### src/rtl/nn_weight_loader_pkg.sv
// nn_weight_loader_pkg: shared MLP sizing defaults and the loader state encoding
// (the AXI-Lite status register decodes the loader state from these values).
package nn_weight_loader_pkg;
    localparam int data_width = 32;
    localparam int num_neuron_layer_1 = 30;
    localparam int num_weight_layer_1 = 784;
    localparam int num_neuron_layer_2 = 30;
    localparam int num_weight_layer_2 = 30;
    localparam int num_neuron_layer_3 = 10;
    localparam int num_weight_layer_3 = 30;
    typedef enum logic [1:0] {
        IDLE = 2'd0,
        BIAS = 2'd1,
        WGT  = 2'd2
    } nn_loader_state_t;
endpackage

### src/rtl/nn_weight_loader_if.sv
// nn_weight_loader_if: config word stream into the loader and the per-layer
// weight/bias config bus out of it.
interface nn_weight_loader_if #(parameter int DATA_W = 32);
    logic [DATA_W-1:0] cfg_data;
    logic              cfg_valid;
    logic              cfg_last;
    logic              cfg_ready;
    logic [31:0]       layer_num;
    logic [31:0]       neuron_num;
    logic [DATA_W-1:0] weight_value;
    logic              weight_valid;
    logic [DATA_W-1:0] bias_value;
    logic              bias_valid;
    modport master (
        output cfg_data, cfg_valid, cfg_last,
        input  cfg_ready, layer_num, neuron_num, weight_value, weight_valid, bias_value, bias_valid
    );
    modport slave (
        input  cfg_data, cfg_valid, cfg_last,
        output cfg_ready, layer_num, neuron_num, weight_value, weight_valid, bias_value, bias_valid
    );
endinterface

### src/rtl/nn_weight_loader.sv
// nn_weight_loader: walks layer -> neuron -> (bias, weights) over one config word
// stream, drives the layer config bus and holds inference while a load runs.
module nn_weight_loader
    import nn_weight_loader_pkg::*;
#(
    parameter int DATA_W = data_width,
    parameter int L1_NN  = num_neuron_layer_1,
    parameter int L1_NW  = num_weight_layer_1,
    parameter int L2_NN  = num_neuron_layer_2,
    parameter int L2_NW  = num_weight_layer_2,
    parameter int L3_NN  = num_neuron_layer_3,
    parameter int L3_NW  = num_weight_layer_3
) (
    input  logic              s_axi_aclk,
    input  logic              reset,
    input  logic              start,
    input  logic              abort,
    nn_weight_loader_if.slave cfg,
    output logic              infer_hold,
    output logic              busy,
    output logic              done,
    output logic              err
);
    localparam int MAX_NN = L1_NN > L2_NN ? (L1_NN > L3_NN ? L1_NN : L3_NN) : (L2_NN > L3_NN ? L2_NN : L3_NN);
    localparam int MAX_NW = L1_NW > L2_NW ? (L1_NW > L3_NW ? L1_NW : L3_NW) : (L2_NW > L3_NW ? L2_NW : L3_NW);
    localparam int NCW = MAX_NN > 1 ? $clog2(MAX_NN) : 1;
    localparam int WCW = MAX_NW > 1 ? $clog2(MAX_NW) : 1;

    nn_loader_state_t state, state_nxt;
    logic [1:0]     layer;
    logic [NCW-1:0] ncnt;
    logic [WCW-1:0] wcnt;
    logic [31:0]    nn, nw;
    logic           accept, go, last_w, last_n, final_w;

    assign cfg.cfg_ready = state != IDLE;
    assign busy          = state != IDLE;
    assign infer_hold    = state != IDLE;

    always_comb begin
        nn        = layer == 2'd1 ? 32'(L1_NN) : layer == 2'd2 ? 32'(L2_NN) : 32'(L3_NN);
        nw        = layer == 2'd1 ? 32'(L1_NW) : layer == 2'd2 ? 32'(L2_NW) : 32'(L3_NW);
        accept    = cfg.cfg_valid && cfg.cfg_ready;
        go        = state == IDLE && start && !abort;
        last_w    = state == WGT && 32'(wcnt) == nw - 32'd1;
        last_n    = 32'(ncnt) == nn - 32'd1;
        final_w   = last_w && last_n && layer == 2'd3;
        // an early cfg_last ends the load just like the true final word
        state_nxt = state == IDLE ? (go ? BIAS : IDLE)
                  : (abort || (accept && (cfg.cfg_last || final_w))) ? IDLE
                  : !accept ? state
                  : (state == BIAS || !last_w) ? WGT : BIAS;
    end

    always_ff @(posedge s_axi_aclk) state <= reset ? IDLE : state_nxt;

    always_ff @(posedge s_axi_aclk) begin
        if (reset) begin
            layer            <= 2'd1;
            ncnt             <= '0;
            wcnt             <= '0;
            cfg.layer_num    <= 32'd1;
            cfg.neuron_num   <= '0;
            cfg.weight_value <= '0;
            cfg.weight_valid <= 1'b0;
            cfg.bias_value   <= '0;
            cfg.bias_valid   <= 1'b0;
            done             <= 1'b0;
            err              <= 1'b0;
        end else begin
            cfg.bias_valid   <= accept && state == BIAS;
            cfg.weight_valid <= accept && state == WGT;
            done             <= accept && final_w && !abort;
            if (go)
                err <= 1'b0;
            else if (accept && (cfg.cfg_last != final_w))
                err <= 1'b1;
            if (accept) begin
                cfg.layer_num  <= 32'(layer);
                cfg.neuron_num <= 32'(ncnt);
                if (state == BIAS)
                    cfg.bias_value <= cfg.cfg_data;
                else
                    cfg.weight_value <= cfg.cfg_data;
            end
            if (go) begin
                layer <= 2'd1;
                ncnt  <= '0;
                wcnt  <= '0;
            end else if (accept && state == WGT) begin
                if (!last_w)
                    wcnt <= wcnt + 1'b1;
                else begin
                    wcnt <= '0;
                    ncnt <= last_n ? '0 : ncnt + 1'b1;
                    if (last_n && layer != 2'd3)
                        layer <= layer + 2'd1;
                end
            end
        end
    end
endmodule
### src/flat_wrapper.sv
// flat-port wrapper written by rule: the top's interface ports become plain ports
module nn_weight_loader_flat import nn_weight_loader_pkg::*;
#(
    parameter int DATA_W = data_width,
    parameter int L1_NN  = num_neuron_layer_1,
    parameter int L1_NW  = num_weight_layer_1,
    parameter int L2_NN  = num_neuron_layer_2,
    parameter int L2_NW  = num_weight_layer_2,
    parameter int L3_NN  = num_neuron_layer_3,
    parameter int L3_NW  = num_weight_layer_3
)
  (s_axi_aclk, reset, start, abort, infer_hold, busy, done, err, cfg_cfg_data, cfg_cfg_valid, cfg_cfg_last, cfg_cfg_ready, cfg_layer_num, cfg_neuron_num, cfg_weight_value, cfg_weight_valid, cfg_bias_value, cfg_bias_valid);
  nn_weight_loader_if #(.DATA_W(DATA_W)) cfg_i ();
  input  logic s_axi_aclk;
  input  logic reset;
  input  logic start;
  input  logic abort;
  output logic infer_hold;
  output logic busy;
  output logic done;
  output logic err;
  input wire logic [$bits(cfg_i.cfg_data)-1:0] cfg_cfg_data;
  input wire logic [$bits(cfg_i.cfg_valid)-1:0] cfg_cfg_valid;
  input wire logic [$bits(cfg_i.cfg_last)-1:0] cfg_cfg_last;
  output wire logic [$bits(cfg_i.cfg_ready)-1:0] cfg_cfg_ready;
  output wire logic [$bits(cfg_i.layer_num)-1:0] cfg_layer_num;
  output wire logic [$bits(cfg_i.neuron_num)-1:0] cfg_neuron_num;
  output wire logic [$bits(cfg_i.weight_value)-1:0] cfg_weight_value;
  output wire logic [$bits(cfg_i.weight_valid)-1:0] cfg_weight_valid;
  output wire logic [$bits(cfg_i.bias_value)-1:0] cfg_bias_value;
  output wire logic [$bits(cfg_i.bias_valid)-1:0] cfg_bias_valid;
  assign cfg_i.cfg_data = cfg_cfg_data;
  assign cfg_i.cfg_valid = cfg_cfg_valid;
  assign cfg_i.cfg_last = cfg_cfg_last;
  assign cfg_cfg_ready = cfg_i.cfg_ready;
  assign cfg_layer_num = cfg_i.layer_num;
  assign cfg_neuron_num = cfg_i.neuron_num;
  assign cfg_weight_value = cfg_i.weight_value;
  assign cfg_weight_valid = cfg_i.weight_valid;
  assign cfg_bias_value = cfg_i.bias_value;
  assign cfg_bias_valid = cfg_i.bias_valid;
  nn_weight_loader #(.DATA_W(DATA_W), .L1_NN(L1_NN), .L1_NW(L1_NW), .L2_NN(L2_NN), .L2_NW(L2_NW), .L3_NN(L3_NN), .L3_NW(L3_NW)) u_core (.s_axi_aclk(s_axi_aclk), .reset(reset), .start(start), .abort(abort), .cfg(cfg_i), .infer_hold(infer_hold), .busy(busy), .done(done), .err(err));
endmodule
### config.mk
export PLATFORM = sky130hd
export DESIGN_NAME = nn_weight_loader_flat
export DESIGN_NICKNAME = d
export VERILOG_FILES = /design/src/rtl/nn_weight_loader_pkg.sv /design/src/rtl/nn_weight_loader_if.sv /design/src/rtl/nn_weight_loader.sv /design/src/flat_wrapper.sv
export SDC_FILE = /design/constraint.sdc
export NUM_CORES = 1
export LEC_CHECK = 0
export ABC_CLOCK_PERIOD_IN_PS = 3500
export BUFFER_PORTS_ARGS = -buffer_cell sky130_fd_sc_hd__buf_4
export CORE_MARGIN = 4
export CORE_UTILIZATION = 52
export CTS_CLUSTER_SIZE = 10
export DETAILED_ROUTE_END_ITERATION = 10
export PLACE_DENSITY = 0.91
export SLEW_MARGIN = 20
export SYNTH_ARGS = -nofsm -noshare
export SYNTH_HDL_FRONTEND = slang
export SYNTH_SLANG_ARGS = --single-unit
### constraint.sdc
create_clock -name s_axi_aclk -period 3.5 [get_ports s_axi_aclk]
set_input_delay 0.175 -clock s_axi_aclk [delete_from_list [all_inputs] [get_ports s_axi_aclk]]
set_output_delay 0.175 -clock s_axi_aclk [all_outputs]
set_load 0.05 [all_outputs]
Word-level counts from Yosys, hierarchy flattened
Cells that the tools add are included.
{"block": "op_classes", "n_reduce_logical": 26, "bitwise_logic": 1, "addsub": 5, "mux": 10, "eq_ne": 9}
{"op": "$sub 32x1->32 const B", "count": 2}
{"op": "$eq 10x32->1", "count": 1}
{"op": "$eq 5x32->1", "count": 1}
{"op": "$mux 32", "count": 1}
{"op": "$mux 10", "count": 2}
{"op": "$logic_and 1x1->1", "count": 13}
{"op": "$add 10x1->10 const B", "count": 1}
{"op": "$mux 5", "count": 2}
{"op": "$mux 2", "count": 4}
{"op": "$eq 2x2->1 const B", "count": 3}
{"op": "$reduce_and 2->1", "count": 3}
{"op": "$add 5x1->5 const B", "count": 1}
{"op": "$eq 2x1->1 const B", "count": 2}
{"op": "$logic_or 1x1->1", "count": 3}
{"op": "$reduce_and 3->1", "count": 1}
{"op": "$reduce_bool 3->1", "count": 1}
{"op": "$add 2x1->2 const B", "count": 1}
{"op": "$logic_not 1->1", "count": 2}
{"op": "$logic_not 2->1", "count": 1}
{"op": "$ne 2x2->1 const B", "count": 1}
{"op": "$reduce_bool 2->1", "count": 1}
{"op": "$reduce_or 2->1", "count": 1}
{"op": "$mux 1", "count": 1}
{"op": "$ne 1x1->1", "count": 1}
{"op": "$not 1->1", "count": 1}
{"block": "totals", "ff_bits": 94, "elab_cells": 63, "output_inout_bits": 135, "in_bits": 38}

Longest topological paths before layout
Gate-level depths: netlist of run 1.
{"block": "logic_depth", "ltp_word": 12, "ltp_mapped": 10, "depth_no_buf": 10}

Worst setup path before layout of run 1
No wires, ideal clock.
{"block": "synth_timing", "path_kind": "reg-to-reg", "startpoint": "register u_core.layer[1]", "endpoint": "register u_core.state[0]", "synth_period_minus_slack_ns": 2.172, "setup_ns": 0.057, "path_buffers": 0, "required_time_ns": 3.443, "t_arrival_ns": 2.115, "setup_slack_ns": 1.328, "stages_incl_launch_ff": 11, "cell_sequence": "dfxtp_1 inv_1 ha_1 and3b_1 o211ai_2 nor2_1 nand2_1 ha_1 or3b_2 nor4_1 o21ba_2"}
{"block": "synth_via", "elab_chain_len": 12, "elab_cells_between_ends": 23, "cone_classes": "2 x add/sub; 5 x eq/ne; 7 x mux; 9 x reduce/logical"}
{"item": "start: declaration", "line_no": "nn_weight_loader.sv:30", "text": "logic [1:0] layer;"}
{"item": "start signal: assignment", "line_no": "nn_weight_loader.sv:97", "text": "layer <= layer + 2'd1;"}
{"item": "$eq 2x2->1 or $eq 2x1->1 (tied branches)", "line_no": "nn_weight_loader.sv:41, nn_weight_loader.sv:42"}
{"item": "$mux 5 or $mux 10 (tied branches)", "line_no": "nn_weight_loader.sv:41, nn_weight_loader.sv:42"}
{"item": "$mux 32 or $sub 32x1->32 (tied branches)", "line_no": "nn_weight_loader.sv:41, nn_weight_loader.sv:45"}
{"item": "$sub 32x1->32 or $eq 10x32->1 (tied branches)", "line_no": "nn_weight_loader.sv:46, nn_weight_loader.sv:45"}
{"item": "$eq 5x32->1 or $logic_and 1x1->1 (tied branches)", "line_no": "nn_weight_loader.sv:46, nn_weight_loader.sv:45"}
{"item": "$logic_and 1x1->1 (2 in a row)", "line_no": "nn_weight_loader.sv:47", "text": "final_w = last_w && last_n && layer == 2'd3;"}
{"item": "$logic_or 1x1->1", "line_no": "nn_weight_loader.sv:50", "text": ": (abort || (accept && (cfg.cfg_last || final_w))) ? IDLE"}
{"item": "$logic_and 1x1->1", "line_no": "nn_weight_loader.sv:50"}
{"item": "$logic_or 1x1->1", "line_no": "nn_weight_loader.sv:50"}
{"item": "$mux 2", "line_no": "nn_weight_loader.sv:50"}
{"item": "$mux 2", "line_no": "nn_weight_loader.sv:49", "text": "state_nxt = state == IDLE ? (go ? BIAS : IDLE)"}
{"item": "end signal: assignment", "line_no": "nn_weight_loader.sv:55", "text": "always_ff @(posedge s_axi_aclk) state <= reset ? IDLE : state_nxt;"}
{"item": "end: declaration", "line_no": "nn_weight_loader.sv:29", "text": "nn_loader_state_t state, state_nxt;"}
Parallel ways exist; a longest one is shown, timed or not. The select of a mux whose other input is x is not followed.
A chain may end at the register's enable or synchronous reset.

Worst setup path in the final report of run 1
Same ends and word-level chain as after synthesis.

==> results.toml, run 1 <==
[outcome]
status = "complete, no violations"

[run]
cap_violations = 0

[power_and_ir_drop]
power_mw = 2.04
p_seq_frac = 0.532
p_per_area_nw_per_um2 = 413
leakage_nw = 2.04
ir_drop_uv = 288
intPower_mw = 1.41
swShare = 0.312
pwr-share-comb = 0.145
p_switching_mw = 0.638
clockPowerShare = 0.324

[timing]
period_share = 0.692
hold_slack_ps = 64.3
grt_setup_unrepaired = "false"
max_freq_mhz = 413
maxSlewViolCount = 0
setup_ws_ps = 1080
final_hold_viol_count = 0
max_slew_margin = 0.478
finalSetupViolCount = 0
fin_skew_ps = 11.9
tightest_slew_ps = 783
period_minus_slack_ps = 2420
setup-tns-final_ps = 0

[synth]
synth.avg_cell_area_um2 = 7.99
ys_top_cells_by_area = "dfxtp_1, nand2_1, buf_4, a21oi_1, clkbuf_1"
ys_ff_latch = 94
synthTopCellsByCount = "nand2_1, dfxtp_1, a21oi_1, buf_4, clkbuf_1"
synth_top_area_share = 0.458
synth.most_common_cell = "nand2_1"
synth_warnings = 0
synth_cell_types = 44
synth-seq-area-share = 0.458
syn_inst = 514
ys_async_sr_fraction = 0
synth_top_area_cell = "dfxtp_1"
syn_area_um2 = 4110
synthFlopType = "dfxtp_1"
synth-edff-count = 0

[clock_tree]
h-tree-depth = 3
cts_setup_buffers = 0
clock_latency_ps = 350
cts_buffers = 9
clkSlewWorstSetupHoldPaths_ps = 100
cts_resized = 0
cts_root_buf = "clkbuf_8"
cts_buffer_depth = 2
cts_tree = "done"
cts_hold_buf = 0
cts.sinks = 94

[routing]
wl_mm = 9.94
via_per_inst = 5.00
wl_per_cell_um = 13.8
vias = 3588
drtIter0Drc = 252
drcViolationCount = 0
dr.pass1.iters = 5
final_antenna_net_count = 0

[place]
portBuffers = 115
pre_cts_ws_ps = 1090
dp_cells = 702
dp_hpwl_mm = 7.11
place_congestion = 0.918

[worst_setup_path]
cp.required_ps = 3800
crit_arrival_ps = 2720
critPathKind = "reg2reg"
critPathMaxFanout = 7
start_kind = "register"
rrSetupSlack_ps = 1080
crit_path_end_kind = "register"

[grt]
grt_pass1_vias = 3422
grt-ovfl-total = 0
grt_pass1_wl_mm = 16.2
antenna_found_initial = 0
grt.total_usage = 0.206
grt_max_degree = 77

[floorplan]
ios = 173
std_cell_rows = 32
dieArea_um2 = 9390
die_w_um = 96.9
core_um2 = 7690
initial_core_util = 0.534
die_h_um = 96.9

[final_layout]
drive_gt1_frac = 0.232
layout.nets = 655
n_antenna_cell = 0
synthToLayoutAreaGrowth_pct = 20.6
final_cells = 718

[hold_path]
hold_class = "in2reg"
==> cells in the final DEF, fill, tap and decap left out, drive strengths merged, types with 3 or more instances in the layout <==
master / synthesis / final
and2: 3 / 3
nand3: 6 / 6
nand4: 3 / 3
o2bb2ai: 4 / 4
clkbuf: 21 / 10
o21ai: 4 / 4
xor2: 4 / 4
ha: 6 / 6
nor2: 20 / 20
inv: 7 / 10
a211oi: 3 / 3
buf: 66 / 117
a21oi: 73 / 73
nand2: 154 / 154
nor3: 9 / 9
dfxtp: 94 / 94
mux2i: 4 / 4
conb: 1 / 57
xnor2: 4 / 4
==> flip-flops by register name, summed over array words and instances, names as in the netlist <==
name                     cells
u_core.cfg.layer_num         2
u_core.cfg.bias_value       32
u_core.cfg.weight_valid      1
u_core.err                   1
u_core.layer                 2
u_core.cfg.neuron_num        5
u_core.done                  1
u_core.ncnt                  5
u_core.cfg.weight_value     32
u_core.cfg.bias_valid        1
u_core.state                 2
u_core.wcnt                 10
==> area by class of cell <==
cell class / count / area, um^2
Tap cell: 102 / 128
Clock buffer: 10 / 128
Clock inverter: 6 / 52.6
Fill cell: 646 / 2740
Sequential cell: 94 / 1880
Multi-Input combinational cell: 382 / 1860
Inverter: 7 / 26.3
Timing Repair Buffer: 117 / 878
==> cell families (layout without fill, tap and decap cells) <==
| group | Yosys count | count (layout) | synth area share |
|---|---|---|---|
| AO/OA/AOI/OAI | 89 | 89 | 0.120 |
| XOR/XNOR | 8 | 8 | 0.0171 |
| buffers and inverters | 94 | 140 | 0.142 |
| flip-flops | 94 | 94 | 0.458 |
| multiplexers | 4 | 4 | 0.00975 |
| adder cells (fa/ha/maj) | 6 | 6 | 0.0183 |
| AND/OR/NAND/NOR | 218 | 218 | 0.234 |
| other | 1 | 57 | 0.000913 |
==> worst max-delay path: stages (launching register included) <==
cell and delay [ps]:
dfxtp_1 390, inv_1 60, ha_1 300, and3b_1 190, o211ai_2 300, nor2_1 110, nand2_1 80, ha_1 160
or3b_2 450, nor4_1 180, o21ba_2 150
==> worst paths after layout <==
kind	startpoint	to	cells after the start
setup / recovery	u_core.layer[1]	u_core.state[0]	10
hold reg to reg	u_core.cfg.bias_value[16]	u_core.cfg.bias_value[16]	2
setup reg to reg	u_core.layer[1]	u_core.state[0]	10
hold / removal	cfg_cfg_data[24]	u_core.cfg.bias_value[24]	3
==> metrics by stage <==
step / utilization / area [um^2]
6_report: 0.644 / 4950
5_1_grt: 0.644 / 4950
2_1_floorplan: - / 4320
4_1_cts: 0.644 / 4950
3_3_place_gp: 0.620 / 4770
3_5_place_dp: 0.620 / 4770
==> metal layers <==
metal	vias up	global-route usage	wire, um
met1	1678	0.234	3900
met4	0	0.0572	97
li1	1752	-	-
met2	148	0.375	5250
met5	-	0	0
met3	10	0.0562	696
==> power groups by stage <==
| stage | combinational, mW | clock [mW] | sequential (mW) |
|---|---|---|---|
| after detailed placement | 0.293 | 0 | 1.11 |
| final | 0.296 | 0.662 | 1.09 |
| after global placement | 0.291 | 0 | 1.11 |
| after CTS | 0.293 | 0.677 | 1.09 |
| after floorplan | 0.238 | 0 | 1.15 |
| after global routing | 0.309 | 0.725 | 1.09 |
Note: power is estimated with default switching activity, not from simulation.
==> run 2: changes to the inputs <==
- ABC_AREA: not set -> 1
- ABC_CLOCK_PERIOD_IN_PS: 3500 -> 2530
- CORE_UTILIZATION: 52 -> 48
- PLACE_DENSITY: 0.91 -> 0.85
- clock period: 3.5 -> 2.53 ns (I/O delays scaled with it)
==> results.toml, run 2 <==
[floorplan]
die_h_um = 102
initial_core_util = 0.490
std_cell_rows = 34
ios = 173
die_w_um = 102
dieArea_um2 = 10400
core_um2 = 8680

[run]
cap_violations = 0

[power_and_ir_drop]
p_per_area_nw_per_um2 = 640
swShare = 0.347
leakage_nw = 2.32
p_switching_mw = 1.16
clockPowerShare = 0.307
ir_drop_uv = 254
p_seq_frac = 0.472
intPower_mw = 2.18
pwr-share-comb = 0.221

[final_layout]
nFillCells = 782
regArea_um2 = 1880
n_antenna_cell = 0
drive_gt1_frac = 0.223
multi_input_area_um2 = 1700
layout_commonest_cell = "buf_4"
layout_common_cells = "buf_4, inv_1, dfxtp_1"
final_core_util = 0.602
largest_registers = "u_core.cfg.bias_value x32, u_core.cfg.weight_value x32, u_core.wcnt x10"
synthToLayoutAreaGrowth_pct = 22.9
layout.nets = 717

[worst_setup_path]
worstPathCellList = "ha_1, nand2_1, o21ai_1, nand3_2, nand3b_1, ha_1, o21a_1, nand4_1, a31oi_1"
r2r_cells = 9
critPathMaxFanout = 7
critPathKind = "reg2reg"
cpPeakStageDelay_ps = 410
start_kind = "register"
crit_top_cell = "ha_1"
crit_arrival_ps = 2290
crit_path_end_kind = "register"
cp.required_ps = 2770
cp_slowest_cell = "dfxtp_1"
rrSetupSlack_ps = 470
path_depth = 9
worst-path-buf-inv = 0
critPathTopFamily = "compound AO/OA/AOI/OAI gates"

[routing]
wl_mm = 9.91
drcViolationCount = 0
dr.pass1.iters = 5
wl_per_cell_um = 12.6
drtIter0Drc = 177
final_antenna_net_count = 0
via_per_inst = 4.77
vias = 3750

[clock_tree]
cts_resized = 0
cts_hold_buf = 1
cts_tree = "done"
h-tree-depth = 3
cts_setup_buffers = 0
cts_root_buf = "clkbuf_8"
clock_latency_ps = 360
cts.sinks = 94
cts_buffers = 9
clkSlewWorstSetupHoldPaths_ps = 100
cts_buffer_depth = 2

[timing]
finalSetupViolCount = 0
setup_ws_ps = 472
setup-tns-final_ps = 0
period_minus_slack_ps = 2060
period_share = 0.814
max_freq_mhz = 486
maxSlewViolCount = 0
max_slew_margin = 0.630
fin_skew_ps = 8.85
grt_setup_unrepaired = "false"
tightest_slew_ps = 552
final_hold_viol_count = 0

[place]
place_congestion = 0.922
pre_cts_ws_ps = 513
dp_hpwl_mm = 7.51
portBuffers = 115

[synth]
synth.most_common_cell = "inv_1"
ys_async_sr_fraction = 0
synth_top_area_cell = "dfxtp_1"
synth-seq-area-share = 0.442
synth_warnings = 0
ys_ff_latch = 94
synth_cell_types = 28
syn_area_um2 = 4250
synthTopCellsByCount = "inv_1, dfxtp_1, a21oi_1, o21ai_0, buf_4"
synth-edff-count = 0
synthFlopType = "dfxtp_1"
synth.avg_cell_area_um2 = 7.53
synth_top_area_share = 0.442
ys_top_cells_by_area = "dfxtp_1, buf_4, a21oi_1, o21ai_0, inv_1"
syn_inst = 565

[hold_path]
hold_class = "in2reg"
worstHoldPathCells = 3

[grt]
antenna_found_initial = 0
grt_pass1_wl_mm = 15.3
grt.total_usage = 0.182
grt_max_degree = 66
grt-ovfl-total = 0
grt_pass1_vias = 3357

[outcome]
status = "complete, no violations"
[run 2: cell count changes after synthesis, sizes merged, moves of 3 or more]
cell     change
nor2        +16
and2         -3
xnor2        -4
o2bb2ai      -4
mux2i        -4
o21ai       +76
nand4        +4
a21oi        +4
nand2      -102
inv         +91
nand3b       +3
nand3       +10
buf          -5
[run 2: path summary, 6_finish.rpt]
path	from	end
setup reg to reg	u_core.layer[0]	u_core.state[0]
hold reg to reg	u_core.cfg.bias_value[6]	u_core.cfg.bias_value[6]
hold / removal	cfg_cfg_data[13]	u_core.cfg.weight_value[13]
setup / recovery	u_core.layer[0]	u_core.state[0]
[run 2: cells by family (layout without fill, tap and decap cells)]
group / Yosys count / in the layout / synth area share
fa+ha+maj: 6 / 6 / 0.0177
xor+xnor: 2 / 2 / 0.00412
flops: 94 / 94 / 0.442
simple gates: 123 / 123 / 0.134
compound gates: 160 / 160 / 0.191
other cells: 1 / 57 / 0.000882
buf+inv: 179 / 236 / 0.211
[run 2: stage by stage]
stage / cells / hold WS (ps) / area [um^2] / power (mW)
after CTS: 785 / 39.3 / 5200 / 3.36
after detailed placement: 768 / 308 / 4980 / 2.34
after global placement: 768 / 307 / 4980 / 2.33
after global routing: 786 / 36.7 / 5230 / 3.48
after floorplan: 621 / 199 / 4460 / 2.22
final: 786 / 51.2 / 5230 / 3.34
[run 2: routing by layer]
layer / vias to the layer above / GRT usage / wire length [um]
met4: 0 / 0.0595 / 140
met1: 1695 / 0.224 / 3980
met5: - / 0 / 0
li1: 1892 / - / -
met2: 149 / 0.312 / 5000
met3: 14 / 0.0444 / 781
[run 2: final cells by class]
class / count / share of cell area
Sequential cell: 94 / 0.360
Multi-Input combinational cell: 348 / 0.325
Timing Repair Buffer: 122 / 0.180
Inverter: 98 / 0.0704
Tap cell: 108 / 0.0259
Clock buffer: 9 / 0.0237
Clock inverter: 7 / 0.0156
[run 2: power by group through the flow]
stage,logic (mW),clock network [mW],registers (mW)
4_1_cts,0.731,1.05,1.58
6_report,0.738,1.03,1.58
5_1_grt,0.780,1.11,1.59
3_5_place_dp,0.729,0,1.61
2_1_floorplan,0.400,0,1.82
3_3_place_gp,0.721,0,1.61
[run 2: worst reg2reg max path, stage by stage, from the launching register on]
cell and delay (ps):
dfxtp_1 410, ha_1 300, nand2_1 80, o21ai_1 270
nand3_2 160, nand3b_1 200, ha_1 190, o21a_1 180
nand4_1 70, a31oi_1 90
